===== config.mk =====
export PLATFORM = sky130hd
export DESIGN_NAME = hex_wr_arbiter
export DESIGN_NICKNAME = d
export VERILOG_FILES = /design/src/rtl/hex_wr_arbiter.sv
export SDC_FILE = /design/constraint.sdc
export NUM_CORES = 1
export LEC_CHECK = 0
export ABC_AREA = 1
export CORE_UTILIZATION = 45
export DETAILED_ROUTE_END_ITERATION = 8
export GPL_TIMING_DRIVEN = 0
export PLACE_DENSITY = 0.8
export SLEW_MARGIN = 20
export SYNTH_ARGS = -nofsm -noshare
export SYNTH_HDL_FRONTEND = slang
export SYNTH_SLANG_ARGS = --single-unit

===== constraint.sdc =====
create_clock -name clk_i -period 2.2 [get_ports clk_i]
set_input_delay 0.22 -clock clk_i [delete_from_list [all_inputs] [get_ports clk_i]]
set_output_delay 0.22 -clock clk_i [all_outputs]
set_load 0.1 [all_outputs]

===== src/rtl/hex_wr_arbiter.sv =====
// Two-requester round-robin write arbiter feeding a 16-byte hex register file.
// Misaligned half/word writes are broken into consecutive byte stores.
module hex_wr_arbiter (
    input  logic        clk_i,
    input  logic        rst_i,
    input  logic        req0_valid_i,
    output logic        req0_ready_o,
    input  logic [2:0]  req0_mode_i,
    input  logic [3:0]  req0_addr_i,
    input  logic [31:0] req0_data_i,
    input  logic        req1_valid_i,
    output logic        req1_ready_o,
    input  logic [2:0]  req1_mode_i,
    input  logic [3:0]  req1_addr_i,
    input  logic [31:0] req1_data_i,
    output logic        st_en_o,
    output logic [2:0]  datamode_o,
    output logic [3:0]  addr_o,
    output logic [31:0] data_o,
    output logic        src_o,
    output logic        busy_o
);
    typedef enum logic [1:0] {IDLE = 2'd0, ISSUE = 2'd1, SPLIT = 2'd2} state_t;

    state_t      state_q, state_d;
    logic        last_q, last_d;
    logic [1:0]  hmode_q, hmode_d;
    logic [3:0]  haddr_q, haddr_d;
    logic [31:0] hdata_q, hdata_d;
    logic        hsrc_q, hsrc_d;
    logic [1:0]  idx_q, idx_d;
    logic        st_en_q, st_en_d;
    logic [1:0]  mode_q, mode_d;
    logic [3:0]  addr_q, addr_d;
    logic [31:0] data_q, data_d;
    logic        src_q, src_d;

    logic        gnt0, gnt1, acc;
    logic [2:0]  in_mode;
    logic [3:0]  in_addr;
    logic [31:0] in_data;
    logic [1:0]  in_nmode;
    logic        in_aligned;
    logic [1:0]  last_idx, idx_nxt;
    logic [7:0]  split_byte;

    // last_q names the requester granted most recently; the other one wins a tie
    assign gnt0 = req0_valid_i & (~req1_valid_i | last_q);
    assign gnt1 = req1_valid_i & (~req0_valid_i | ~last_q);
    assign req0_ready_o = ~rst_i & (state_q == IDLE) & gnt0;
    assign req1_ready_o = ~rst_i & (state_q == IDLE) & gnt1;
    assign acc = (req0_valid_i & req0_ready_o) | (req1_valid_i & req1_ready_o);

    assign in_mode    = gnt1 ? req1_mode_i : req0_mode_i;
    assign in_addr    = gnt1 ? req1_addr_i : req0_addr_i;
    assign in_data    = gnt1 ? req1_data_i : req0_data_i;
    assign in_nmode   = (in_mode >= 3'd2) ? 2'd2 : in_mode[1:0];
    assign in_aligned = (in_nmode == 2'd0)
                      | ((in_nmode == 2'd1) & ~in_addr[0])
                      | ((in_nmode == 2'd2) & (in_addr[1:0] == 2'b00));

    assign last_idx   = (hmode_q == 2'd1) ? 2'd1 : 2'd3;
    assign idx_nxt    = idx_q + 2'd1;
    assign split_byte = hdata_q[{idx_nxt, 3'b000} +: 8];

    always_comb begin
        state_d = state_q;
        last_d  = last_q;
        hmode_d = hmode_q;
        haddr_d = haddr_q;
        hdata_d = hdata_q;
        hsrc_d  = hsrc_q;
        idx_d   = idx_q;
        st_en_d = 1'b0;
        mode_d  = 2'd0;
        addr_d  = 4'd0;
        data_d  = 32'd0;
        src_d   = 1'b0;
        unique case (state_q)
            IDLE: begin
                if (acc) begin
                    last_d  = gnt1;
                    hmode_d = in_nmode;
                    haddr_d = in_addr;
                    hdata_d = in_data;
                    hsrc_d  = gnt1;
                    idx_d   = 2'd0;
                    // first store is presented straight from the request so it lands one cycle after accept
                    st_en_d = 1'b1;
                    addr_d  = in_addr;
                    src_d   = gnt1;
                    if (in_aligned) begin
                        state_d = ISSUE;
                        mode_d  = in_nmode;
                        data_d  = in_data;
                    end else begin
                        state_d = SPLIT;
                        data_d  = {24'd0, in_data[7:0]};
                    end
                end
            end
            ISSUE: state_d = IDLE;
            SPLIT: begin
                if (idx_q == last_idx) begin
                    state_d = IDLE;
                end else begin
                    idx_d   = idx_nxt;
                    st_en_d = 1'b1;
                    addr_d  = haddr_q + {2'b00, idx_nxt};
                    data_d  = {24'd0, split_byte};
                    src_d   = hsrc_q;
                end
            end
            default: state_d = IDLE;
        endcase
    end

    always_ff @(posedge clk_i) begin
        if (rst_i) begin
            state_q <= IDLE;
            last_q  <= 1'b1;
            hmode_q <= 2'd0;
            haddr_q <= 4'd0;
            hdata_q <= 32'd0;
            hsrc_q  <= 1'b0;
            idx_q   <= 2'd0;
            st_en_q <= 1'b0;
            mode_q  <= 2'd0;
            addr_q  <= 4'd0;
            data_q  <= 32'd0;
            src_q   <= 1'b0;
        end else begin
            state_q <= state_d;
            last_q  <= last_d;
            hmode_q <= hmode_d;
            haddr_q <= haddr_d;
            hdata_q <= hdata_d;
            hsrc_q  <= hsrc_d;
            idx_q   <= idx_d;
            st_en_q <= st_en_d;
            mode_q  <= mode_d;
            addr_q  <= addr_d;
            data_q  <= data_d;
            src_q   <= src_d;
        end
    end

    assign st_en_o    = st_en_q;
    assign datamode_o = {1'b0, mode_q};
    assign addr_o     = addr_q;
    assign data_o     = data_q;
    assign src_o      = src_q;
    assign busy_o     = (state_q != IDLE);
endmodule


==> qor.txt <==
Ports: 126
WL per Instance: 13.6 microns
area share of the largest cell type after synthesis: 46.6%
combinational share of power: 27.5%
Max H-tree Level: 3
Initial Util: 46.7%
Final Wtd Congestion: 0.902
status: completed
CTS root buffer: clkbuf_8
switching share of power: 34.1%
vias per std cell: 5.06
aggregate routed wire length: 9.96 mm
hpwl dp: 7.57 mm
most frequent cells in the layout: 179 x nand2_1, 120 x clkdlybuf4s50_1, 84 x dfxtp_1
Flop pwr share: 44.2%
DRT iter0 DRCs: 233
Clock power frac: 28.3%
RSZ-0062 raised after global routing: false
antenna violations before repair: 0
first-pass GRT wire length: 16.0 mm
Final nets: 712
Reg area: 1680 sq um
via count: 3,715
worst path cell trace: clkdlybuf4s50_1
DRT Pass-1 Iters: 5
syn nets: 578
Worst-Margin Slew: 1000 ps
Post-CTS Repair Setup Buffers: 0
post-route ant nets: 0
all-layer global routing usage: 24.2%
post-synth top area cell: dfxtp_1
Congestion Overflow GR: 0
standard-cell rows: 32
Yosys reg bits: 84
Critical-path top delay cell: clkdlybuf4s50_1
post-synth cell types: 26
YS warnings: 0
critical path class: register to primary output
share of cells above drive strength 1: 10.4%
largest cells by area after synthesis: dfxtp_1 47%, nand2_1 19%, nand3_1 6.4%, a21oi_1 5.7%, inv_1 3.0%
clk_lat worst skew: 360 ps
clock period minus worst slack: 2070 ps
worst slack at placement: -283 ps
core box area: 7730 sq um
Worst setup EP type: primary output
Slew Limit Fails: 0
post-synthesis instance total: 493
# clock sinks: 84
CP bufs+invs: 1
worst path required time: 1980 ps
Mapped Area: 3610 sq um
pin count of the biggest net entering global routing: 15
Mapped Avg Cell Area: 7.32 sq um
CTS Buf Count: 9
area of the multi-input gates: 1650 sq um
fill cell count: 657
CTS tree: yes
Hold WC Path Type: input port to register
register area share after synthesis: 46.6%
period utilization: 94.0%
Die H: 91.5 microns
P_sw: 1.30 mW
Final Skew: 14.4 ps
maxcap violations: 0
hold bufs inserted after CTS: 0
# port buffers: 123
commonest non-fill, non-tap cell in the layout: nand2_1
Residual DRC: 0
Die ar.: 8380 sq um
Critical Path Max Stage Delay: 1140 ps
fmax: 484 MHz
vias in the first global route: 3,434
Crit path max-delay family: buffers and inverters
PwrDens: 741 nW/um^2
crit path DAT: 1850 ps
Overall Power: 3.82 mW
LEAKAGE: 2.22 nW
final setup vio count: 0
area grow syn2layout: 42.7%
Critical Path Fanout Max: 1
Startpoint Class: register
final worst slack: 132 ps
antenna diode count: 0
die width: 91.5 microns
Final Hold Fails: 0
Internal Pwr Total: 2.51 mW
worst rel slew slack: 33.0%
VDD IR-drop max: 0.000463 V
Clock transition at path regs: 80 ps
CTS Buffer Depth: 2
[sequential cells by signal, summed over array words and instances, names as in the netlist]
name / count
hdata_q: 32
state_q: 2
mode_q: 2
st_en_o: 1
src_o: 1
addr_o: 4
haddr_q: 4
idx_q: 2
hmode_q: 2
data_o: 32
last_q: 1
hsrc_q: 1
[power by group through the flow]
stage	clock [mW]	sequential, mW	combinational (mW)
6_report	1.08	1.69	1.05
5_1_grt	1.17	1.70	1.12
4_1_cts	1.09	1.69	1.05
3_5_place_dp	0	1.72	1.05
3_3_place_gp	0	1.72	1.03
2_1_floorplan	0	1.97	0.444
[kinds of logic (layout without fill, tap and decap cells)]
family | after synthesis | count (layout) | synth area share, %
xor gates and xnor gates | 1 | 1 | 0.243
other | 1 | 1 | 0.104
DFF | 84 | 84 | 46.6
and+or+nand+nor | 273 | 273 | 32.3
adders and majority gates | 3 | 3 | 1.25
AOI/OAI and AO/OA | 72 | 72 | 11.9
buffers and inverters | 59 | 198 | 7.66
[synth_stat cells (all sizes together)]
library cell and number:
xnor2 1, buf 23, a21oi 43, nand3 47
ha 2, fa 1, o21ai 12, nand3b 1
a22o 8, nand4 1, conb 1, o211ai 9
nor2 40, dfxtp 84, inv 31, nand2 184
clkbuf 5
[per-layer routing]
| layer | GRT usage, % | vias up | part of all wire (%) |
|---|---|---|---|
| li1 | - | 1846 | - |
| met1 | 32.0 | 1710 | 45 |
| met2 | 38.1 | 135 | 47 |
| met3 | 4.10 | 24 | 5.3 |
| met4 | 12.0 | 0 | 3.2 |
| met5 | 0 | - | 0 |
[path summary, 6_finish.rpt]
check | from | endpoint | slack, ps | cells past startpoint
setup / recovery | st_en_o | st_en_o | 130 | 1
hold / removal | rst_i | st_en_o | 160 | 2
setup reg to reg | idx_q[0] | addr_o[2] | 340 | 9
hold reg to reg | hdata_q[25] | hdata_q[25] | 470 | 2
[area by class of cell]
class	count	share of cell area, %
Buffer	28	3.11
Clock buffer	11	2.55
Clock inverter	5	1.21
Inverter	31	2.26
Multi-Input combinational cell	350	32.0
Sequential cell	84	32.7
Tap cell	102	2.48
Timing Repair Buffer	123	23.7
[through the flow]
stage / hold WS, ps / utilization (%) / instance area, sq um / setup TNS [ps] / std cells
finish: 158 / 66.6 / 5150 / 0 / 734
CTS: 143 / 66.8 / 5160 / 0 / 734
floorplan: 402 / - / 3610 / 0 / 493
global route: 163 / 66.6 / 5150 / 0 / 734
detailed placement: 450 / 64.3 / 4970 / -541 / 718
global placement: 448 / 64.3 / 4970 / -517 / 718
[repair_timing]
item,in CTS,in global routing
cloned,0,0
gates resized for setup,5,2
setup endpoints to repair,3,2
Power figures use the tool's default switching activity.
